**config.mk**
```make
export PLATFORM = sky130hd
export DESIGN_NAME = ft245_rx_deframer
export DESIGN_NICKNAME = d
export VERILOG_FILES = /design/src/rtl/ft245_rx_deframer.sv
export SDC_FILE = /design/constraint.sdc
export NUM_CORES = 1
export LEC_CHECK = 0
export CAP_MARGIN = 5
export CELL_PAD_IN_SITES_DETAIL_PLACEMENT = 1
export CELL_PAD_IN_SITES_GLOBAL_PLACEMENT = 1
export CORE_AREA = 2 2 87 131
export DETAILED_ROUTE_END_ITERATION = 6
export DIE_AREA = 0 0 89 133
export PLACE_DENSITY = 0.68
export SLEW_MARGIN = 20
export SYNTH_ARGS = -nofsm -noshare
export SYNTH_HDL_FRONTEND = slang
export SYNTH_SLANG_ARGS = --single-unit
```
**constraint.sdc**
```tcl
create_clock -name clk -period 6.6 [get_ports clk]
set_input_delay 0.66 -clock clk [delete_from_list [all_inputs] [get_ports clk]]
set_output_delay 0.66 -clock clk [all_outputs]
set_load 0.1 [all_outputs]
```
**src/rtl/ft245_rx_deframer.sv**
```systemverilog
// Byte-stream deframer: hunts SYNC, reads LEN, packs little-endian 16-bit words,
// checks the XOR checksum and aborts frames that stall with no input bytes.
module ft245_rx_deframer #(
  parameter logic [7:0]  SYNC_BYTE      = 8'hA5,
  parameter int unsigned TIMEOUT_CYCLES = 1000
) (
  input  logic        clk,
  input  logic        rst,
  input  logic [7:0]  rx_data_si,
  input  logic        rx_valid_si,
  output logic        rx_ready_si,
  output logic [15:0] sample_data,
  output logic        sample_valid,
  input  logic        sample_ready,
  output logic        sample_last,
  output logic        frame_ok,
  output logic        frame_err,
  output logic [7:0]  err_count
);

  typedef enum logic [2:0] {S_HUNT, S_LEN, S_LO, S_HI, S_CHK} state_t;

  state_t      state_q, state_d;
  logic [7:0]  wcnt_q, wcnt_d;
  logic [7:0]  xor_q, xor_d;
  logic [7:0]  lo_q, lo_d;
  logic [15:0] data_q, data_d;
  logic        valid_q, valid_d;
  logic        last_q, last_d;
  logic        ok_q, ok_d;
  logic        err_q, err_d;
  logic [7:0]  errcnt_q, errcnt_d;
  logic [15:0] tmo_q, tmo_d;
  logic        accept, timeout;

  // Only the HI byte writes the output register, so only HI can be stalled.
  assign rx_ready_si = (state_q == S_HI) ? (!valid_q || sample_ready) : 1'b1;
  assign accept      = rx_valid_si && rx_ready_si;
  assign timeout     = (state_q != S_HUNT) && !rx_valid_si &&
                       (({1'b0, tmo_q} + 17'd1) == 17'(TIMEOUT_CYCLES));

  always_comb begin
    state_d  = state_q;
    wcnt_d   = wcnt_q;
    xor_d    = xor_q;
    lo_d     = lo_q;
    data_d   = data_q;
    valid_d  = valid_q;
    last_d   = last_q;
    ok_d     = 1'b0;
    err_d    = 1'b0;
    errcnt_d = errcnt_q;
    tmo_d    = tmo_q;

    if (valid_q && sample_ready) valid_d = 1'b0;

    if (state_q == S_HUNT || accept) tmo_d = '0;
    else if (!rx_valid_si)           tmo_d = tmo_q + 16'd1;

    case (state_q)
      S_HUNT: if (accept && rx_data_si == SYNC_BYTE) state_d = S_LEN;
      S_LEN: if (accept) begin
        wcnt_d  = rx_data_si;
        xor_d   = 8'h00;
        state_d = (rx_data_si == 8'h00) ? S_CHK : S_LO;
      end
      S_LO: if (accept) begin
        lo_d    = rx_data_si;
        xor_d   = xor_q ^ rx_data_si;
        state_d = S_HI;
      end
      S_HI: if (accept) begin
        data_d  = {rx_data_si, lo_q};
        valid_d = 1'b1;
        last_d  = (wcnt_q == 8'd1);
        xor_d   = xor_q ^ rx_data_si;
        wcnt_d  = wcnt_q - 8'd1;
        state_d = (wcnt_q == 8'd1) ? S_CHK : S_LO;
      end
      S_CHK: if (accept) begin
        ok_d    = (rx_data_si == xor_q);
        err_d   = (rx_data_si != xor_q);
        state_d = S_HUNT;
      end
      default: state_d = S_HUNT;
    endcase

    // Never coincides with an accept; a pending word is left to drain.
    if (timeout) begin
      err_d   = 1'b1;
      state_d = S_HUNT;
      tmo_d   = '0;
    end

    if (err_d && errcnt_q != 8'hFF) errcnt_d = errcnt_q + 8'd1;
  end

  always_ff @(posedge clk or negedge rst) begin
    if (!rst) begin
      state_q  <= S_HUNT;
      wcnt_q   <= '0;
      xor_q    <= '0;
      lo_q     <= '0;
      data_q   <= '0;
      valid_q  <= 1'b0;
      last_q   <= 1'b0;
      ok_q     <= 1'b0;
      err_q    <= 1'b0;
      errcnt_q <= '0;
      tmo_q    <= '0;
    end else begin
      state_q  <= state_d;
      wcnt_q   <= wcnt_d;
      xor_q    <= xor_d;
      lo_q     <= lo_d;
      data_q   <= data_d;
      valid_q  <= valid_d;
      last_q   <= last_d;
      ok_q     <= ok_d;
      err_q    <= err_d;
      errcnt_q <= errcnt_d;
      tmo_q    <= tmo_d;
    end
  end

  assign sample_data  = data_q;
  assign sample_valid = valid_q;
  assign sample_last  = last_q;
  assign frame_ok     = ok_q;
  assign frame_err    = err_q;
  assign err_count    = errcnt_q;

endmodule
```
Word-level counts from Yosys, hierarchy flattened
Index checks and enable logic that the tools add are counted.

word-level totals
  word-level logic and storage cells = 83
  register bits after elaboration = 71
  output and inout port bits = 29

cells by class
  bitwise operators = 1
  multiplexer cells = 27
  add/sub/neg operators = 4
  reduce and logical (&&, ||, !) cells = 21
  equality and inequality tests = 19

operators by type and width
  cell                                                                     number
  16-bit 2-to-1 mux                                                        3
  8-bit 2-to-1 mux                                                         4
  8-bit one-hot mux with 2 select lines                                    2
  3-bit 2-to-1 mux                                                         8
  16-bit by 1-bit adder with 17-bit output, second input constant          1
  17-bit by 10-bit equality test with 1-bit output, second input constant  1
  16-bit by 1-bit adder with 16-bit output, second input constant          1
  3-bit one-hot mux with 5 select lines                                    1
  3-bit inequality test, second input constant                             4
  1-bit 2-to-1 mux                                                         9
  8-bit by 1-bit adder with 8-bit output, second input constant            1
  8-bit by 1-bit equality test with 1-bit output, second input constant    1
  8-bit equality test                                                      1
  8-bit equality test, second input constant                               1
  8-bit logical NOT                                                        1
  8-bit inequality test                                                    1
  8-bit inequality test, second input constant                             1
  8-bit by 1-bit subtractor with 8-bit output, second input constant       1
  8-bit XOR                                                                1
  3-bit by 2-bit equality test with 1-bit output, second input constant    2
  1-bit logical AND                                                        6
  3-bit AND reduction                                                      2
  5-bit AND reduction                                                      1
  2-bit inequality test, second input constant                             2
  other kinds (12)                                                         16

Depth between registers and ports, before layout
  depth in word-level cells = 8
  mapped depth = 11

Worst setup path before layout
OpenSTA, ideal clock, no wires.

  path kind = reg2reg
  start = register valid_q (netlist: sample_valid)
  end = register data_q[14] (netlist: sample_data[14])
  setup time = 126 ps
  slack = 3559 ps
  arrival time = 2915 ps
  cell stages (with the launch flop) = 9
  clock period less this slack = 3041 ps
  data required time = 6474 ps
  cell sequence = dfrtp_1 nand2b_1 nor2_1 inv_1 and2_1 clkbuf_1 nand2_1 buf_2 mux2_2

between the ends
  longest elaborated chain between the ends = 5

RTL lines
  element                        RTL line  source
  start: declaration             28        logic valid_q, valid_d;
  start signal: assignment       117       valid_q <= valid_d;
  1-bit logical NOT              37        assign rx_ready_si = (state_q == S_HI) ? (!valid_q || sample_ready) : 1'b1;
  1-bit logical OR               37
  1-bit 2-to-1 mux               37
  via rx_ready_si                11        output logic rx_ready_si,
  1-bit logical AND              38        assign accept = rx_valid_si && rx_ready_si;
  2-bit AND reduction (no line)  n/a
  end signal: assignment         116       data_q <= data_d;
  end: declaration               27        logic [15:0] data_q, data_d;

The timed path passes the listed nets, and every way through them passes these cells.
A chain may end at the register's enable or synchronous reset.

Worst setup path in the final report
  start = register state_q[1]
  end = output port rx_ready_si

between the ends
  longest elaborated chain between the ends = 2

RTL lines
  element                                         RTL line  source
  start: declaration                              23        state_t state_q, state_d;
  start signal: assignment                        112       state_q <= state_d;
  3-bit by 2-bit equality test with 1-bit output  37
  1-bit 2-to-1 mux                                37
  end: declaration                                11

Every way passes these cells.

==> summary.txt <==
Clock network
  – CTS max path bufs: 2
  – Clock Pin Slew Worst Setup and Hold Paths: ~0.060 ns
  – Clock net sink count: 71
  – # H-tree levels: 3
  – Clk Latency, worst-skew pair: 0.33 ns
  – TritonCTS buffer count: 9
  – Post-CTS Setup Bufs: 0
  – Hold_buf cts: 0
  – Gates resized, CTS repair: 0
  – CTS tree: built
  – Root Buffer: clkbuf_16

Final layout
  – Fin cells: 549
  – Final Util: 41.7%
  – Area taken by flip-flops and latches: 0.00178 mm^2
  – Fin nets: 414
  – Antenna diodes: 0
  – Layout cells sized above 1: 11.4%
  – Multi-input gate area: 0.00180 mm^2
  – # fillers: 1243
  – P&R area growth vs syn: 21.9%

Floorplan
  – Initial Utilization: 34.2%
  – Die height: ~130 um
  – # rows: 47
  – Core Region: 0.0108 mm^2
  – Die area: 0.0118 mm^2
  – Ports: 41
  – Die Width: about 90 um

Synth
  – Avg Inst Size Synth: 10.2 um^2
  – Sequential share of the synthesized area: 48.1%
  – Ys flop type: dfrtp_1
  – Yosys warning count: 0
  – Largest family of logic cells by synthesized area: simple AND/OR/NAND/NOR gates
  – Xor-xnor portion of the synthesized cell area: 4.03%
  – Synth Area in Adders: approximately 1.7%
  – Distinct cells, synth: 57
  – Mapped Cells: roughly 360
  – #FFs+latches synth: 71
  – EDFF count, synth: 0
  – Syn_nets: 380
  – Multiplexer area fraction after synthesis: 8.49%
  – Simple-gate portion of the synthesized area: 19.2%
  – Mapped Area: 0.00370 mm^2
  – Fraction of the mapped netlist area in compound gates: 15.3%
  – Ys async rst share: 100%

Routing
  – Detailed Route Iter0 Violations: between 80 and 90
  – DR WL/cell: 16.9 um
  – Vias per cell: 5.36
  – First-pass iteration count of the detailed router: 4
  – Met1 Wirelength: 3790 um
  – DRC: 0
  – Routed Antenna Nets: 0
  – Routed met2 length: ~5000 um
  – Met3 wire len: 254 um
  – Vias: 2942
  – Highest metal used: met4
  – Drt total wl: 9270 um

Timing
  – Worst Max-Slew Pin Slew: 0.989 ns
  – Post-route setup TNS: 0 ns
  – Setup WS post-layout: 3.16 ns
  – Upper clock frequency limit: 291 MHz
  – RSZ-0062 raised after global routing: false
  – Clock skew: 0.00305 ns
  – Final setup fails: 0
  – Final Hold Viols: 0
  – Slew Limit Headroom: roughly a third
  – Final max-slew violation count: 0
  – Period utilisation layout: 52.1%
  – Post-layout min period: 3.44 ns

Critical path
  – Worst r2r src: state_q[1]
  – Crit-path cells: nand3b_1 -> nor2_1 -> inv_1 -> clkdlybuf4s50_1
  – Crit path launch: state_q[1]
  – Reg-to-reg endpoint: sample_data[10]
  – Reg2Reg Depth: 6
  – R2R setup slack: between 3 and 4 ns
  – Worst Setup End Kind: output pin
  – CP required: slightly below 6 ns
  – CP peak stage delay: 0.98 ns
  – CP max FO: 16
  – Crit Path Category: reg -> out
  – CP max-delay cell: clkdlybuf4s50_1
  – Startpoint Class: flip-flop
  – Critical path arrival: 2.78 ns

Worst hold path
  – Hold WC Path Type: in -> async

Placed design
  – DP Cell Count: 533
  – Post-DP HPWL: 6450 um
  – Place WS: ~3.4 ns
  – GP Congestion: 0.771
  – IO buf count: 40

Power
  – Reg power frac: 32.8%
  – Internal power: 1130 uW
  – Switching power: a little under 900 uW
  – Pwr/cell area: 447 mW/mm^2
  – Switching portion of total power: 43.8%
  – Worst IR Drop VDD: 0.000354 V
  – Comb pwr share: 42.1%
  – Clock share of power: 25.1%
  – Static Leak: 0.00188 uW

Global route
  – First-pass GRT wire length: 15700 um
  – Overflow left after global routing: 0
  – Overall Global Routing Usage: between 15 and 20%
  – Antenna violations before repair: 0
  – Vias in the first global route: 3132
  – Pin count of the biggest net entering global routing: 72

Flow run
  – Maximum capacitance violations: 0

Outcome
  – Outcome: finished, final reports clean
## per-stage QoR
step / hold WS (ns) / cell area, um^2 / total power (uW)
global placement: 0.467 / 4200 / 1510
CTS: 0.493 / 4510 / 2040
detailed placement: 0.480 / 4200 / 1530
global route: 0.511 / 4510 / 2120
floorplan: 0.364 / 3700 / 1310
finish: 0.465 / 4510 / 2020
## final cells by class
cell class	instances	share of cell area (%)
clock buffers	13	6.00
clock inverters	3	0.888
inverters	8	0.666
multi-input cells	266	40.0
flip-flops and latches	71	39.4
well taps	147	4.08
repair buffers	41	8.99
## Yosys cell counts (4+ instances only)
cell / instances / area [um^2]
dfrtp_1: 71 / 1780
o21ai_0: 34 / 170
nor2_1: 28 / 105
a21oi_1: 21 / 105
nand2_1: 21 / 78.8
mux2_2: 19 / 214
nand3_1: 16 / 80.1
nand2b_1: 14 / 87.6
clkbuf_1: 13 / 48.8
xor2_1: 12 / 105
a31oi_1: 9 / 56.3
inv_1: 8 / 30.0
mux2_1: 8 / 90.1
nor4_1: 7 / 43.8
nor3_1: 6 / 30.0
o21ai_1: 6 / 30.0
ha_1: 5 / 62.6
nand4_1: 5 / 31.3
xnor2_1: 5 / 43.8
a22o_1: 4 / 35.0
nand3b_1: 4 / 30.0
## worst max-delay path: cells and delay by family (launching register included)
| kind | cells | cell delay [ns] |
|---|---|---|
| buffers and inverters | 2 | 1.08 |
| flip-flops | 1 | 0.63 |
| AND/OR/NAND/NOR | 2 | 0.73 |
## layer usage
metal,global-route usage (%),up-vias
li1,-,1380
met1,20.3,1496
met2,29.5,47
met3,3.49,19
met4,8.71,0
met5,0,-
## worst max path at each step
stage / slack, ns / to / cells after the start
2_1_floorplan: 3.56 / sample_data[14] / 8
3_3_place_gp: 3.40 / rx_ready_si / 5
3_5_place_dp: 3.38 / rx_ready_si / 5
4_1_cts: 3.14 / rx_ready_si / 4
5_1_grt: 2.96 / rx_ready_si / 4
6_report: 3.16 / rx_ready_si / 4
## state kept, by name, summed over array words and instances (netlist names), 3 cells and up
register / cells
wcnt_q: 8
xor_q: 8
sample_data: 16
tmo_q: 16
state_q: 3
err_count: 8
lo_q: 8
## kinds of logic (layout without fill, tap and decap cells)
group / Yosys count / in the layout
compound gates: 91 / 91
flops: 71 / 71
xor+xnor: 17 / 17
simple gates: 125 / 125
fa+ha+maj: 5 / 5
buf+inv: 26 / 65
mux: 28 / 28
## cells in the final DEF (no fill, tap or decap), types with 2 or more instances in the layout
master and n:
a21oi_1 21, a22o_1 4, a31oi_1 9, and2_1 2, and3_1 3, and4_1 2, buf_4 2, clkbuf_16 9
clkbuf_8 3, clkdlybuf4s50_1 39, clkinv_2 2, dfrtp_1 71, ha_1 5, inv_1 8, mux2_1 8, mux2_2 19
nand2_1 21, nand2b_1 14, nand3_1 16, nand3b_1 4, nand4_1 5, nor2_1 28, nor2b_1 3, nor3_1 6
nor4_1 7, o21ai_0 34, o21ai_1 6, o31ai_1 2, or3_1 3, xnor2_1 5, xor2_1 12
## power by group through the flow
stage	clock [uW]	sequential (uW)	combinational (uW)
after CTS	518	665	860
after global placement	0	663	844
after detailed placement	0	671	855
final	505	662	849
after global routing	537	682	902
after floorplan	0	1030	278
No activity file was read; power rests on OpenSTA's default activity.
